==> config.mk <==
export PLATFORM = sky130hd
export DESIGN_NAME = au_seq_nbit
export DESIGN_NICKNAME = d
export VERILOG_FILES = /design/src/rtl/au_seq_pkg.sv /design/src/rtl/au_addsub.sv /design/src/rtl/au_seq_nbit.sv
export SDC_FILE = /design/constraint.sdc
export NUM_CORES = 1
export LEC_CHECK = 0
export ABC_AREA = 1
export BUFFER_PORTS_ARGS = -buffer_cell sky130_fd_sc_hd__buf_4
export CORE_MARGIN = 2
export CORE_UTILIZATION = 37
export DETAILED_ROUTE_END_ITERATION = 6
export GPL_TIMING_DRIVEN = 1
export SLEW_MARGIN = 20
export SYNTH_ARGS = -nofsm -noshare
export SYNTH_HDL_FRONTEND = slang
export SYNTH_SLANG_ARGS = --single-unit
==> constraint.sdc <==
create_clock -name CLK -period 3.5 [get_ports CLK]
set_input_delay 0.7 -clock CLK [delete_from_list [all_inputs] [get_ports CLK]]
set_output_delay 0.7 -clock CLK [all_outputs]
set_load 0.02 [all_outputs]
==> src/rtl/au_seq_pkg.sv <==
// rtl/au_seq_pkg.sv - op encodings, FSM states and condition-code indices for au_seq_nbit
package au_seq_pkg;

    localparam logic [2:0] OP_ADD = 3'b000;
    localparam logic [2:0] OP_SUB = 3'b001;
    localparam logic [2:0] OP_ADC = 3'b010;
    localparam logic [2:0] OP_SBB = 3'b011;
    localparam logic [2:0] OP_CMP = 3'b100;
    localparam logic [2:0] OP_NEG = 3'b101;
    localparam logic [2:0] OP_MUL = 3'b110;
    localparam logic [2:0] OP_ILL = 3'b111;

    typedef enum logic [1:0] {
        IDLE = 2'd0,
        EXEC = 2'd1,
        MUL  = 2'd2
    } state_t;

    localparam int CC_Z   = 0;
    localparam int CC_C   = 1;
    localparam int CC_NEG = 2;
    localparam int CC_OV  = 3;

    // Opcode 110 is only accepted when the multiplier is built in.
    function automatic logic op_legal(input logic [2:0] op);
`ifdef AU_SEQ_MUL_EN
        return (op != OP_ILL);
`else
        return (op <= OP_NEG);
`endif
    endfunction

endpackage

==> src/rtl/au_addsub.sv <==
// rtl/au_addsub.sv - combinational A +/- B with carry-in, carry-out and carry into the MSB
module au_addsub #(
    parameter int W = 8
) (
    input  logic [W-1:0] a_i,
    input  logic [W-1:0] b_i,
    input  logic         sub_i,
    input  logic         cin_i,
    output logic [W-1:0] s_o,
    output logic         cout_o,
    output logic         cmsb_o
);

    logic [W-1:0] bb;
    logic [W:0]   full;
    logic [W-1:0] low;

    // Subtraction is A + ~B + cin; the caller chooses cin (1 for plain SUB, C for SBB).
    always_comb begin
        bb   = sub_i ? ~b_i : b_i;
        full = {1'b0, a_i} + {1'b0, bb} + {{W{1'b0}}, cin_i};
        low  = {1'b0, a_i[W-2:0]} + {1'b0, bb[W-2:0]} + {{(W-1){1'b0}}, cin_i};
    end

    assign s_o    = full[W-1:0];
    assign cout_o = full[W];
    assign cmsb_o = low[W-1];

endmodule

==> src/rtl/au_seq_nbit.sv <==
// rtl/au_seq_nbit.sv - registered N-bit arithmetic unit, optional multiplier under AU_SEQ_MUL_EN
module au_seq_nbit
    import au_seq_pkg::*;
#(
    parameter int W  = 8,
    parameter int CW = 4
) (
    input  logic          CLK,
    input  logic          CLR,
    input  logic [W-1:0]  X,
    input  logic          LdA,
    input  logic          LdB,
    input  logic [2:0]    Op,
    input  logic          Start,
    output logic          Busy,
    output logic          Done,
    output logic          Err,
    output logic [W-1:0]  Rout,
    output logic [W-1:0]  Rhi,
    output logic [CW-1:0] Ccout
);

    state_t         state_q;
    logic [W-1:0]   a_q, b_q;
    logic [W-1:0]   opa_q, opb_q;
    logic [2:0]     op_q;
    logic [W-1:0]   rout_q;
    logic [CW-1:0]  cc_q;
    logic           done_q, err_q;

    logic [W-1:0]   add_a, add_b, add_sum;
    logic           add_sub, add_cin, add_cout, add_cmsb;
    logic [CW-1:0]  cc_add_d;

`ifdef AU_SEQ_MUL_EN
    localparam int CNTW = (W > 1) ? $clog2(W) : 1;
    logic [W-1:0]   rhi_q;
    logic [W-1:0]   hi_q, lo_q;
    logic [CNTW-1:0] cnt_q;
    logic [W:0]     mul_ext;
    logic [W-1:0]   mul_hi_d, mul_lo_d;
    logic [CW-1:0]  cc_mul_d;
`endif

    // Adder operand select: the multiplier borrows the adder for partial sums.
    always_comb begin
        add_a   = opa_q;
        add_b   = opb_q;
        add_sub = 1'b0;
        add_cin = 1'b0;
        case (op_q)
            OP_SUB, OP_CMP: begin
                add_sub = 1'b1;
                add_cin = 1'b1;
            end
            OP_ADC: add_cin = cc_q[CC_C];
            OP_SBB: begin
                add_sub = 1'b1;
                add_cin = cc_q[CC_C];
            end
            OP_NEG: begin
                add_a   = '0;
                add_b   = opa_q;
                add_sub = 1'b1;
                add_cin = 1'b1;
            end
            default: ;
        endcase
`ifdef AU_SEQ_MUL_EN
        if (state_q == MUL) begin
            add_a   = hi_q;
            add_b   = opa_q;
            add_sub = 1'b0;
            add_cin = 1'b0;
        end
`endif
    end

    au_addsub #(.W(W)) u_addsub (
        .a_i    (add_a),
        .b_i    (add_b),
        .sub_i  (add_sub),
        .cin_i  (add_cin),
        .s_o    (add_sum),
        .cout_o (add_cout),
        .cmsb_o (add_cmsb)
    );

    // Condition codes for the add/subtract family.
    always_comb begin
        cc_add_d         = '0;
        cc_add_d[CC_Z]   = (add_sum == '0);
        cc_add_d[CC_C]   = add_cout;
        cc_add_d[CC_NEG] = add_sum[W-1];
        cc_add_d[CC_OV]  = add_cout ^ add_cmsb;
    end

`ifdef AU_SEQ_MUL_EN
    // One shift-add step: conditionally add the multiplicand into the high half, then shift right.
    always_comb begin
        mul_ext  = lo_q[0] ? {add_cout, add_sum} : {1'b0, hi_q};
        mul_hi_d = mul_ext[W:1];
        mul_lo_d = {mul_ext[0], lo_q[W-1:1]};
        cc_mul_d         = '0;
        cc_mul_d[CC_Z]   = ({mul_hi_d, mul_lo_d} == '0);
        cc_mul_d[CC_C]   = (mul_hi_d != '0);
        cc_mul_d[CC_OV]  = (mul_hi_d != '0);
    end
`endif

    // Control FSM with operand snapshot and registered results.
    always_ff @(posedge CLK) begin
        if (CLR) begin
            state_q <= IDLE;
            a_q     <= '0;
            b_q     <= '0;
            opa_q   <= '0;
            opb_q   <= '0;
            op_q    <= OP_ADD;
            rout_q  <= '0;
            cc_q    <= '0;
            done_q  <= 1'b0;
            err_q   <= 1'b0;
`ifdef AU_SEQ_MUL_EN
            rhi_q   <= '0;
            hi_q    <= '0;
            lo_q    <= '0;
            cnt_q   <= '0;
`endif
        end else begin
            done_q <= 1'b0;
            case (state_q)
                IDLE: begin
                    if (LdA) a_q <= X;
                    if (LdB) b_q <= X;
                    if (Start) begin
                        if (op_legal(Op)) begin
                            // Snapshot the pre-load operands so a same-cycle load does not leak in.
                            err_q <= 1'b0;
                            op_q  <= Op;
                            opa_q <= a_q;
                            opb_q <= b_q;
`ifdef AU_SEQ_MUL_EN
                            if (Op == OP_MUL) begin
                                state_q <= MUL;
                                hi_q    <= '0;
                                lo_q    <= b_q;
                                cnt_q   <= '0;
                            end else begin
                                state_q <= EXEC;
                            end
`else
                            state_q <= EXEC;
`endif
                        end else begin
                            err_q <= 1'b1;
                        end
                    end
                end
                EXEC: begin
                    state_q <= IDLE;
                    done_q  <= 1'b1;
                    cc_q    <= cc_add_d;
                    if (op_q != OP_CMP) begin
                        rout_q <= add_sum;
`ifdef AU_SEQ_MUL_EN
                        rhi_q  <= '0;
`endif
                    end
                end
`ifdef AU_SEQ_MUL_EN
                MUL: begin
                    hi_q  <= mul_hi_d;
                    lo_q  <= mul_lo_d;
                    cnt_q <= cnt_q + 1'b1;
                    // The last iteration latches the finished product directly.
                    if (cnt_q == CNTW'(W - 1)) begin
                        state_q <= IDLE;
                        done_q  <= 1'b1;
                        rout_q  <= mul_lo_d;
                        rhi_q   <= mul_hi_d;
                        cc_q    <= cc_mul_d;
                    end
                end
`endif
                default: state_q <= IDLE;
            endcase
        end
    end

    assign Busy  = (state_q != IDLE);
    assign Done  = done_q;
    assign Err   = err_q;
    assign Rout  = rout_q;
    assign Ccout = cc_q;
`ifdef AU_SEQ_MUL_EN
    assign Rhi   = rhi_q;
`else
    assign Rhi   = '0;
`endif

endmodule

Word-level counts from Yosys, hierarchy flattened
Index checks and enable logic that the tools add are counted.
- $add $sub $neg: 4
- $lt $le $gt $ge: 1
- equality and inequality tests: 6
- mux-type cells: 7
- bitwise logic cells: 3
- reduce and logical (&&, ||, !) cells: 12
- operators with widths (cell ; number):
    8-bit two-way mux ; 3
    2-bit AND reduction ; 5
    8-bit by 8-bit adder with 9-bit output ; 1
    9-bit by 1-bit adder with 9-bit output ; 1
    7-bit by 7-bit adder with 8-bit output ; 1
    8-bit by 1-bit adder with 8-bit output ; 1
    8-bit logical NOT ; 1
    8-bit inverter ; 1
    3-bit by 2-bit equality test with 1-bit output, second input constant ; 2
    3-bit equality test, second input constant ; 2
    2-bit OR reduction ; 2
    4-bit OR reduction ; 1
    3-bit by 1-bit equality test with 1-bit output, second input constant ; 1
    3-bit <= comparator, second input constant ; 1
    1-bit two-way mux ; 3
    3-bit inequality test, second input constant ; 1
    3-bit AND reduction ; 1
    3-bit OR reduction ; 1
    2-bit logical NOT ; 1
    1-bit case mux with 2 select lines ; 1
    1-bit inverter ; 1
    1-bit bitwise XOR ; 1
- flip-flop bits (word level): 50
- bits of input ports: 16
- output and inout port bits: 23
- logic and storage cells: 43

Depth between registers and ports, before layout
- depth in word-level cells: 7
- depth in mapped cells: 18

Modules after synthesis
Synthesis repeated with hierarchy kept, for this count alone.
- cell total of the unflattened synthesis: 376
- area, all modules: 2583.7 sq um
- modules (own cells, without submodules) (module ; times used ; cells an instance ; area each (sq um) ; seq. area each (sq um)):
    au_seq_nbit ; 1 ; 300 ; 2114.5 ; 1001.0
    au_addsub ; 1 ; 76 ; 469.2 ; 0.0

Worst setup path after synthesis
OpenSTA, ideal clock, no wires.
- path kind: register to register
- start: reg op_q[2]
- end: reg rout_q[6] (netlist: Rout[6])
- library setup time: 0.115 ns
- data arrival time: 2.350 ns
- path slack: 1.035 ns
- stages on the path, launching flop included: 18
- buffers on the path: 1
- period minus slack after synthesis: 2.465 ns
- path through: dfxtp_1 inv_2 nor2_4 nand2_4 buf_6 nand2_1 o21ai_2 xor2_1 fa_1 fa_1 nand2_1 nand2_1 nand3_2 nand2_1 nand2_1 nand2_1 o21ai_0 inv_1
- longest elaborated chain between the ends: 6
- elaborated cells on any way between the ends: 18
- those cells by class: add/sub: 2; eq/ne: 6; mux: 5; bitwise: 1; reduce/logical: 4
- RTL lines (element ; line ; source):
    start: declaration ; au_seq_nbit.sv:26 ; logic [2:0] op_q;
    start signal: assignment ; au_seq_nbit.sv:140 ; op_q <= Op;
    3-bit equality test, or another cell as far along ; au_seq_nbit.sv:51 ; case (op_q)
    4-bit OR reduction (no line) or 8-bit two-way mux (tied branches) ; - ;
    1-bit two-way mux or 8-bit inverter (tied branches) ; au_seq_nbit.sv:51, au_addsub.sv:20 ;
    8-bit two-way mux ; au_addsub.sv:20 ; bb = sub_i ? ~b_i : b_i;
    8-bit by 8-bit adder with 9-bit output ; au_addsub.sv:21 ; full = {1'b0, a_i} + {1'b0, bb} + {{W{1'b0}}, cin_i};
    9-bit by 1-bit adder with 9-bit output ; au_addsub.sv:21 ;
    end signal: assignment ; au_seq_nbit.sv:165 ; rout_q <= add_sum;
    end: declaration ; au_seq_nbit.sv:27 ; logic [W-1:0] rout_q;
Several ways; a longest one is shown, not always the timed one.
A chain may end at the register's enable or synchronous reset.

Final worst setup path
Same ends and word-level chain as after synthesis.

==> flow_summary.toml <==
[clock_network]
cts_resized = 0
ctsHtreeMaxLevel = 2
clk_latency_ns = 0.31
ctsRootBufferMaster = "clkbuf_8"
post_cts_buffers = 0
clk_path_buf_depth = 2
cts_made_buffers = 5
cts_sinks = 50
cts_hold_buf = 0
path_clk_slew_ns = 0.10
cts_tree = "yes"

[setup_path]
reg2reg_to = "Rout[6]"
required_ns = 3.70
regToRegSetupSlack_ns = 0.88
path_max_fanout = 24
r2r_start = "op_q[2]"
path_class = "flop to flop"
cp_data_arrival_time_ns = 2.83
critPathCaptureType = "flop"
ff2ff_path_depth = 16
startpoint_type = "flop"

[global_route]
grt_start_max_net_pins = 32
grt_pass1_vias = 1687
grt_usage_pct = 12.69
antenna_found_initial = 0
overflow = 0
grt_pass1_wl_um = 7755

[pwr]
totalPowerFinal_w = 0.001310
ir_drop_uv = 207.3
power_density_nw_per_um2 = 445.1
power.leakage_nw = 1.505

[logic_synthesis]
yosys_warnings = 0
synth_top_area_cell = "dfxtp_1"
yosys-top-cells-area = "dfxtp_1 38%, nand2_1 12%, inv_1 6.5%, nor2_1 5.8%, o21ai_0 5.0%"
ys_seq_area_share_pct = 38.41
synth-edff-count = 0
async_reset_ff_share_pct = 0
yosysMostFrequentCell = "nand2_1"
synth.distinct_cells = 31
syn-cell-area_um2 = 2606
yosys-top-cells-count = "80 x nand2_1, 50 x dfxtp_1, 45 x inv_1"
ys_seq_elements = 50
ys.flop_type = "dfxtp_1"
avgSynthCellArea_um2 = 7.425
syn_inst = 351
synth.top_cell.area_share_pct = 38.41

[timing]
finalSetupViolCount = 0
drv_slew = 0
finalCriticalPeriod_ns = 2.625
finClkSkew_ns = 0.009354
setup_ws_ns = 0.8750
hold_ws_ns = 0.4585
relSlewSlack_pct = 58.41
finalSetupTns_ns = 0
hold_viol_final = 0
period_share_pct = 75.00
fmax_ghz = 0.3810
worst_pin_slew_ns = 0.6239
rsz0062_at_grt = "no"

[run]
maxCapViolations = 0

[layout]
drive_gt1_share_pct = 19.26
area.growth.synth_to_final_pct = 12.91
final_area_um2 = 2943
antennaDiodeCount = 0
fin_nets = 403

[die]
dieArea_um2 = 7732
rows = 30
die_h_um = 87.93
io_pins = 39
initial_utilization_pct = 38.36
die_w_um = 87.93
core_area_um2 = 6794

[min_path]
hold_end = "opa_q[3]"
hold_path.class = "flop to flop"
hp-start = "a_q[3]"
whs_path_depth = 2

[drt]
via_per_inst = 4.318
drtPass1Iterations = 4
route.vias.total = 2051
ant_nets = 0
wirelength_um = 4693
drt_iter0_drc = 46
drcViolationCount = 0
wire_per_inst_um = 9.880

[place]
place_hpwl_um = 3641
place.gp.congestion = 0.8674
place_area_um2 = 2821
place_ws_ns = 0.8811
portBuffers = 30

[status]
status = "complete, no violations"
==> critical path, stage by stage, from the launching register on <==
cell     delay (ns)
dfxtp_1        0.35
inv_2          0.07
nor2_4         0.13
nand2_4        0.18
nand2_1        0.12
o21ai_2        0.06
xor2_1         0.15
fa_1           0.43
fa_1           0.42
nand2_1        0.08
nand2_1        0.09
nand3_2        0.09
nand2_1        0.05
nand2_1        0.06
nand2_1        0.05
o21ai_0        0.14
inv_1          0.05
==> logic make-up after synthesis <==
kind of cell               count (synthesis)  share of synthesized area (%)
buffers and inverters                     69                          13.68
adders and majority gates                  9                          4.897
DFF                                       50                          38.41
other                                      1                         0.1439
AOI/OAI and AO/OA                         59                          14.31
and+or+nand+nor                          154                          25.54
xor gates and xnor gates                   9                          3.025
==> cell type report <==
cell class	instances	area, um2
clock inverter	2	38.79
timing repair buffer	30	225.2
inverter	52	200.2
tap	96	120.1
clock buffer	6	82.58
multi-input combinational	239	1275
fill	719	3851
sequential	50	1001
==> power breakdown <==
| group | total (W) | internal (W) | switching (W) |
|---|---|---|---|
| clock network | 0.000435 | 0.000235 | 0.000200 |
| registers | 0.000622 | 0.000603 | 0.0000187 |
| logic | 0.000253 | 0.0000906 | 0.000162 |
==> worst max path at each step <==
stage                     slack [ns]        to     from
after floorplan                 1.03   Rout[6]  op_q[2]
after global placement          0.94   Rout[6]  op_q[2]
after detailed placement        0.88   Rout[6]  op_q[2]
after CTS                       0.87   Rout[6]  op_q[2]
after global routing            0.63  Ccout[0]  op_q[2]
final                           0.88   Rout[6]  op_q[2]
==> per-stage QoR <==
stage / util [%] / cells
after global routing: 43.31 / 475
after CTS: 43.31 / 475
after detailed placement: 41.53 / 467
final: 43.31 / 475
after global placement: 41.53 / 467
after floorplan: - / 358
==> layout by cell type (no fill, tap or decap), types with 2 or more instances in the layout <==
master,instances
nor2_4,2
nand2_1,80
nor2_1,40
nand3_1,21
buf_4,30
o21ai_0,26
conb_1,8
o211ai_2,2
a21oi_1,9
clkbuf_8,6
nand2_2,4
inv_1,45
xor2_1,9
nand2_4,3
o21ai_2,11
ha_1,7
nor2_2,2
o21ai_1,6
dfxtp_1,50
a21oi_2,2
fa_1,2
inv_2,6
inv_6,2
==> registers in the layout, summed over array words and instances (netlist names) <==
signal and cells:
Ccout 4, opa_q 8, Err 1, b_q 8, op_q 3, Done 1
opb_q 8, Rout 8, state_q 1, a_q 8
==> layer usage <==
layer	vias up	part of all wire [%]	track usage, %
met5	-	0	0
met4	0	2.4	5.594
met3	13	4.3	3.205
met2	45	43	18.94
met1	856	50	17.32
li1	1137	-	-
No activity file was read; power rests on OpenSTA's default activity.
